==> config.mk <==
export PLATFORM = sky130hd
export DESIGN_NAME = npn_canon_seq
export DESIGN_NICKNAME = d
export VERILOG_FILES = /design/src/rtl/npn_pkg.sv /design/src/rtl/npn_tt_transform.sv /design/src/rtl/npn_canon_seq.sv
export SDC_FILE = /design/constraint.sdc
export NUM_CORES = 1
export LEC_CHECK = 0
export CORE_MARGIN = 5
export CORE_UTILIZATION = 40
export CTS_BUF_LIST = sky130_fd_sc_hd__clkbuf_4 sky130_fd_sc_hd__clkbuf_8
export DETAILED_ROUTE_END_ITERATION = 12
export PLACE_DENSITY_LB_ADDON = 0.15
export REMOVE_ABC_BUFFERS = 1
export SYNTH_ARGS = -nofsm -noshare
export SYNTH_HDL_FRONTEND = slang
export SYNTH_SLANG_ARGS = --single-unit
==> constraint.sdc <==
create_clock -name clk -period 10.99 [get_ports clk]
set_input_delay 2.7475 -clock clk [delete_from_list [all_inputs] [get_ports clk]]
set_output_delay 2.7475 -clock clk [all_outputs]
set_load 0.02 [all_outputs]
==> src/rtl/npn_pkg.sv <==
// -----------------------------------------------------------------------------
// npn_pkg
// Shared definitions for the sequential NPN canonizer:
//   MAX_VARS / MAX_PERMS  - largest supported function (4 inputs, 24 orderings)
//   PERM_TABLE            - all orderings of 4 variables in lexicographic order;
//                           entry bits [2i+1:2i] hold p[i], the variable that
//                           input i is routed to
//   factorial()           - permutation count for a given input count
//   cand_count()          - total candidates per scan
//   perm_slot()           - maps a contiguous permutation index for a smaller
//                           function onto the table entry that fixes the unused
//                           upper variables
//   state_t               - scan controller states
// -----------------------------------------------------------------------------
package npn_pkg;

    localparam int MAX_VARS  = 4;
    localparam int MAX_PERMS = 24;

    // Packs one ordering (p0, p1, p2, p3) into a table entry.
    function automatic logic [7:0] pm(input int p0, input int p1,
                                      input int p2, input int p3);
        return {2'(p3), 2'(p2), 2'(p1), 2'(p0)};
    endfunction

    localparam logic [7:0] PERM_TABLE [MAX_PERMS] = '{
        pm(0,1,2,3), pm(0,1,3,2), pm(0,2,1,3), pm(0,2,3,1),
        pm(0,3,1,2), pm(0,3,2,1), pm(1,0,2,3), pm(1,0,3,2),
        pm(1,2,0,3), pm(1,2,3,0), pm(1,3,0,2), pm(1,3,2,0),
        pm(2,0,1,3), pm(2,0,3,1), pm(2,1,0,3), pm(2,1,3,0),
        pm(2,3,0,1), pm(2,3,1,0), pm(3,0,1,2), pm(3,0,2,1),
        pm(3,1,0,2), pm(3,1,2,0), pm(3,2,0,1), pm(3,2,1,0)
    };

    function automatic int factorial(input int n);
        int r;
        r = 1;
        for (int i = 2; i <= n; i++) r = r * i;
        return r;
    endfunction

    function automatic int cand_count(input int nvars, input bit outneg);
        return factorial(nvars) * (2 ** nvars) * (outneg ? 2 : 1);
    endfunction

    // Index of the k-th table entry (in table order) whose variables at
    // positions >= nvars map to themselves. Out-of-range k falls back to 0,
    // the identity ordering.
    function automatic int perm_slot(input int nvars, input int k);
        int   seen;
        int   slot;
        logic fixes;
        seen = 0;
        slot = 0;
        for (int t = 0; t < MAX_PERMS; t++) begin
            fixes = 1'b1;
            for (int i = 0; i < MAX_VARS; i++) begin
                if (i >= nvars && int'(PERM_TABLE[t][2*i +: 2]) != i)
                    fixes = 1'b0;
            end
            if (fixes) begin
                if (seen == k) slot = t;
                seen++;
            end
        end
        return slot;
    endfunction

    typedef enum logic [1:0] {
        ST_IDLE = 2'd0,
        ST_SCAN = 2'd1,
        ST_DONE = 2'd2
    } state_t;

endpackage

==> src/rtl/npn_tt_transform.sv <==
// -----------------------------------------------------------------------------
// npn_tt_transform
// Combinational truth-table transform: tt_out(x) = oneg ^ tt(z), where
// z[p[i]] = x_i ^ neg[i] and p is the ordering selected by perm.
//   tt     in   TT_W      source truth table, bit m = f(m)
//   perm   in   PIDX_W    contiguous permutation index (0 = identity)
//   neg    in   NUM_VARS  input negation mask
//   oneg   in   1         output negation
//   tt_out out  TT_W      transformed truth table
// -----------------------------------------------------------------------------
module npn_tt_transform
    import npn_pkg::*;
#(
    parameter int NUM_VARS = 4,
    parameter int TT_W     = 2 ** NUM_VARS,
    parameter int PIDX_W   = 5
) (
    input  logic [TT_W-1:0]     tt,
    input  logic [PIDX_W-1:0]   perm,
    input  logic [NUM_VARS-1:0] neg,
    input  logic                oneg,
    output logic [TT_W-1:0]     tt_out
);

    localparam int ROM_D = 2 ** PIDX_W;

    // Full-depth ROM so any index value is legal; unused slots hold identity.
    logic [7:0] perm_rom [ROM_D];

    for (genvar k = 0; k < ROM_D; k++) begin : g_rom
        localparam int SLOT = perm_slot(NUM_VARS, k);
        assign perm_rom[k] = PERM_TABLE[SLOT];
    end

    logic [7:0]          pmap;
    logic [MAX_VARS-1:0] z;

    assign pmap = perm_rom[perm];

    always_comb begin
        tt_out = '0;
        z      = '0;
        for (int x = 0; x < TT_W; x++) begin
            z = '0;
            for (int i = 0; i < NUM_VARS; i++)
                z[pmap[2*i +: 2]] = x[i] ^ neg[i];
            tt_out[x] = oneg ^ tt[z[NUM_VARS-1:0]];
        end
    end

endmodule

==> src/rtl/npn_canon_seq.sv <==
// -----------------------------------------------------------------------------
// npn_canon_seq
// Sequential NPN canonizer. Scans every (permutation, input negation, output
// negation) candidate of an accepted truth table, one per clock, and returns
// the numerically smallest candidate with the transform that produced it.
// Optional feature macro: NPN_OUTNEG_EN (enumerate output negation; otherwise
// NP classes only and out_oneg is tied low).
//   clk, rst   clock (rising) and asynchronous active-high reset
//   in_valid   in   truth table offered        in_ready  out  idle, can accept
//   in_tt      in   TT_W truth table
//   out_valid  out  result held                out_ready in   result consumed
//   out_tt     out  canonical truth table
//   out_perm   out  winning permutation index
//   out_neg    out  winning input negation mask
//   out_oneg   out  winning output negation
// -----------------------------------------------------------------------------
module npn_canon_seq
    import npn_pkg::*;
#(
    parameter int NUM_VARS = 4,
    parameter int TT_W     = 2 ** NUM_VARS,
    parameter int PIDX_W   = 5
) (
    input  logic                clk,
    input  logic                rst,
    input  logic                in_valid,
    output logic                in_ready,
    input  logic [TT_W-1:0]     in_tt,
    output logic                out_valid,
    input  logic                out_ready,
    output logic [TT_W-1:0]     out_tt,
    output logic [PIDX_W-1:0]   out_perm,
    output logic [NUM_VARS-1:0] out_neg,
    output logic                out_oneg
);

`ifdef NPN_OUTNEG_EN
    localparam logic OUTNEG = 1'b1;
`else
    localparam logic OUTNEG = 1'b0;
`endif

    localparam int                NPERM     = factorial(NUM_VARS);
    localparam logic [PIDX_W-1:0] PERM_LAST = PIDX_W'(NPERM - 1);

    state_t              state, state_next;
    logic [TT_W-1:0]     tt_reg;
    logic [PIDX_W-1:0]   perm_cnt;
    logic [NUM_VARS-1:0] neg_cnt;
    logic                oneg_cnt;

    logic [TT_W-1:0]     best_tt;
    logic [PIDX_W-1:0]   best_perm;
    logic [NUM_VARS-1:0] best_neg;
    logic                best_oneg;
    logic                out_oneg_r;

    logic [TT_W-1:0]     cand_tt;
    logic                accept, first_cand, take;
    logic                oneg_wrap, neg_wrap, last_cand;

    npn_tt_transform #(
        .NUM_VARS (NUM_VARS),
        .TT_W     (TT_W),
        .PIDX_W   (PIDX_W)
    ) u_xform (
        .tt     (tt_reg),
        .perm   (perm_cnt),
        .neg    (neg_cnt),
        .oneg   (oneg_cnt),
        .tt_out (cand_tt)
    );

    assign accept     = in_valid && in_ready;
    // Without output negation the inner loop has a single step.
    assign oneg_wrap  = !OUTNEG || oneg_cnt;
    assign neg_wrap   = oneg_wrap && (neg_cnt == '1);
    assign last_cand  = neg_wrap && (perm_cnt == PERM_LAST);
    // Candidate (0,0,0) is f itself and seeds the best register; strict
    // less-than afterwards keeps the first of any tie.
    assign first_cand = (perm_cnt == '0) && (neg_cnt == '0) && !oneg_cnt;
    assign take       = first_cand || (cand_tt < best_tt);

    // ---- controller ---------------------------------------------------------
    always_ff @(posedge clk or posedge rst) begin
        if (rst) state <= ST_IDLE;
        else     state <= state_next;
    end

    always_comb begin
        state_next = state;
        in_ready   = 1'b0;
        out_valid  = 1'b0;
        case (state)
            ST_IDLE: begin
                in_ready = 1'b1;
                if (in_valid) state_next = ST_SCAN;
            end
            ST_SCAN: begin
                if (last_cand) state_next = ST_DONE;
            end
            ST_DONE: begin
                out_valid = 1'b1;
                if (out_ready) state_next = ST_IDLE;
            end
            default: state_next = ST_IDLE;
        endcase
    end

    // ---- candidate counters: perm outer, neg middle, oneg inner -------------
    always_ff @(posedge clk or posedge rst) begin
        if (rst) begin
            perm_cnt <= '0;
            neg_cnt  <= '0;
            oneg_cnt <= 1'b0;
        end else if (accept) begin
            perm_cnt <= '0;
            neg_cnt  <= '0;
            oneg_cnt <= 1'b0;
        end else if (state == ST_SCAN) begin
            oneg_cnt <= OUTNEG && !oneg_cnt;
            if (oneg_wrap) begin
                neg_cnt <= neg_cnt + 1'b1;
                if (neg_wrap)
                    perm_cnt <= last_cand ? '0 : perm_cnt + 1'b1;
            end
        end
    end

    // ---- datapath: input capture and running minimum ------------------------
    always_ff @(posedge clk) begin
        if (accept)
            tt_reg <= in_tt;
        if (state == ST_SCAN && take) begin
            best_tt   <= cand_tt;
            best_perm <= perm_cnt;
            best_neg  <= neg_cnt;
            best_oneg <= oneg_cnt;
        end
    end

    // ---- result registers: loaded once at scan end, frozen until reset ------
    always_ff @(posedge clk or posedge rst) begin
        if (rst) begin
            out_tt     <= '0;
            out_perm   <= '0;
            out_neg    <= '0;
            out_oneg_r <= 1'b0;
        end else if (state == ST_SCAN && last_cand) begin
            out_tt     <= take ? cand_tt  : best_tt;
            out_perm   <= take ? perm_cnt : best_perm;
            out_neg    <= take ? neg_cnt  : best_neg;
            out_oneg_r <= take ? oneg_cnt : best_oneg;
        end
    end

    assign out_oneg = OUTNEG && out_oneg_r;

endmodule

==> reports/qor.yml <==
die:
  num_rows: 50
  pin_count: 48
  initial_core_util: 0.407
  die_h_um: 148
  core_area_sq_um: 18700
  fp.dieArea_sq_um: 21900
  die_w_um: 148
setup_path:
  r2r_setup_slack_ps: 3890
  regToRegEndpoint: "best_tt[1]"
  cp_data_arrival_time_ps: 7140
  end_kind: "flip-flop"
  r2r_cells: 19
  cp_max_fo: 33
  r2r_start: "perm_cnt[4]"
  critPathLaunch: "perm_cnt[4]"
  required_ps: 11030
  cp-start-kind: "flip-flop"
  crit_end: "best_tt[1]"
  worstSetupPathType: "flip-flop to flip-flop"
placed_design:
  place_congestion: 0.954
  hpwl_um: 16300
  io_buffers: 46
  dp_slack_ps: 3920
final_layout:
  utilization: 0.446
  final_common_cell: "mux2i_1"
  nets: 860
  area_growth_pct: 9.53
  drive_gt1_frac: 0.106
  final_cell_mix: "mux2i_1 (213), nor2_1 (75), clkdlybuf4s50_1 (46), nand2_1 (44), edfxtp_1 (41)"
  antenna_cells: 0
synth:
  synthArstFlopShare: 0.468
  netlist_instances: 801
  synth-edff-count: 41
  ys_warn_count: 0
  ys_ff_latch: 77
  synth_area_per_cell_sq_um: 9.50
  synth_cell_types: 88
  synth_ff_type: "edfxtp_1"
  syn_area_sq_um: 7610
  synth.yosys.seq_area_share: 0.280
clocking:
  clock_latency_ps: 380
  cts.sinks: 77
  clockRootBuffer: "clkbuf_8"
  cts_inserted_buffers: 9
  cts_setup_buffers: 0
  clock_path_buffers: 2
  cts_max_level: 3
  clk_pin_slew_ps: 90
  cts-resized-gates: 0
  cts_tree: "yes"
  cts_hold_buffers: 0
sta:
  layout_setup_ws_ps: 3890
  hold_viol: 0
  tightest_slew_ps: 1080
  slew_viol_final: 0
  period_needed_ps: 7100
  fin_crit_sh: 0.646
  fin_tns_setup_ps: 0
  fin_skew_ps: 14.6
  fmax_mhz: 141
  final-setup-viol-count: 0
  rsz0062_at_grt: "no"
  holdWs_ps: 485
  relSlewSlack: 0.281
detailed_routing:
  ant_nets: 0
  viasPerCell: 6.23
  wire_per_inst_um: 21.9
  firstDrtPassIters: 5
  drt_iter0_drc: 371
  vias: 6544
  remaining_drc_errors: 0
  postRouteWirelength_um: 23100
global_routing:
  grtUsageTotal: 0.210
  grt_pass1_vias: 6667
  antenna_found_initial: 0
  grt_max_degree: 37
  grt_overflow: 0
  grt_pass1_wl_um: 36700
run:
  maxCapViolCount: 0
outcome:
  status: "complete, no violations"
min_path:
  hold_class: "flip-flop to flip-flop"
  hold_depth: 2
==> synth_stat cells (7+ instances only) <==
library cell  number  share of area
a211oi_1           7         0.0069
a21oi_1           37          0.024
a21oi_2           10          0.012
a31oi_1           18          0.015
buf_2             12         0.0079
clkbuf_1          29          0.014
dfrtp_1           36           0.12
edfxtp_1          41           0.16
ha_1              28          0.046
inv_1             24          0.012
mux2i_1          213           0.28
nand2_1           44          0.022
nand2b_1          11         0.0090
nand3_1           21          0.014
nand4_1            8         0.0066
nor2_1            76          0.037
nor2b_1            9         0.0074
nor3_1            12         0.0079
o21ai_0           16          0.011
o21ai_1           20          0.013
o21ai_2            8         0.0092
==> layout make-up <==
type                       instances  area, sq um
fill                            1774        10400
multi-input combinational        644         5110
sequential                        77         2130
timing repair buffer              53          513
tap                              234          293
clock buffer                      12          159
inverter                          27          101
clock inverter                     4         28.8
==> kinds of logic (layout without fill, tap and decap cells) <==
group                    count (synthesis)  count (layout)  synth area share
multiplexers                           224             224             0.306
AND/OR/NAND/NOR                        214             214             0.145
AO/OA/AOI/OAI                          176             176             0.172
buffers and inverters                   80              96            0.0495
flip-flops                              77              77             0.280
adder cells (fa/ha/maj)                 28              28            0.0460
other                                    1               1          0.000493
XOR/XNOR                                 1               1           0.00115
==> how the worst min path moves through the flow <==
stage,startpoint,endpoint,slack (ps)
after floorplan,best_perm[3],out_perm[3],460
after global placement,out_perm[3],out_perm[3],450
final,out_perm[4],out_perm[4],480
after detailed placement,out_perm[4],out_perm[4],480
after CTS,out_tt[0],out_tt[0],490
after global routing,out_tt[0],out_tt[0],520
==> per-stage QoR <==
step / cell area [sq um] / std cells
4_1_cts: 8340 / 1051
6_report: 8340 / 1051
5_1_grt: 8340 / 1051
3_3_place_gp: 8150 / 1035
3_5_place_dp: 8150 / 1035
2_1_floorplan: 7340 / 748
==> worst max-delay path, cell delays in order, from the launching register on <==
cell and delay (ps):
dfrtp_1 1050, nand2b_2 320, a211oi_1 90, nor3_2 870
o221ai_1 480, a21oi_2 590, mux2i_1 270, mux2i_1 100
mux2i_1 160, mux2i_1 130, ha_1 320, a21o_1 180
a21o_1 170, a21oi_1 160, o21ai_0 130, a2111oi_0 770
a21o_4 380, nor2_2 110, nor2_2 130, buf_4 330
==> layer usage <==
metal | track usage | share of wire | routed length, um | vias to the layer above
li1 | - | - | - | 3027
met1 | 0.278 | 0.45 | 10300 | 3191
met2 | 0.345 | 0.46 | 10600 | 260
met3 | 0.0405 | 0.064 | 1490 | 66
met4 | 0.0721 | 0.028 | 648 | 0
met5 | 0 | 0 | 0 | -
Power is left out: the tool's default activity adds up to more than one toggle a clock period on the data nets, which glitch-free logic cannot reach.
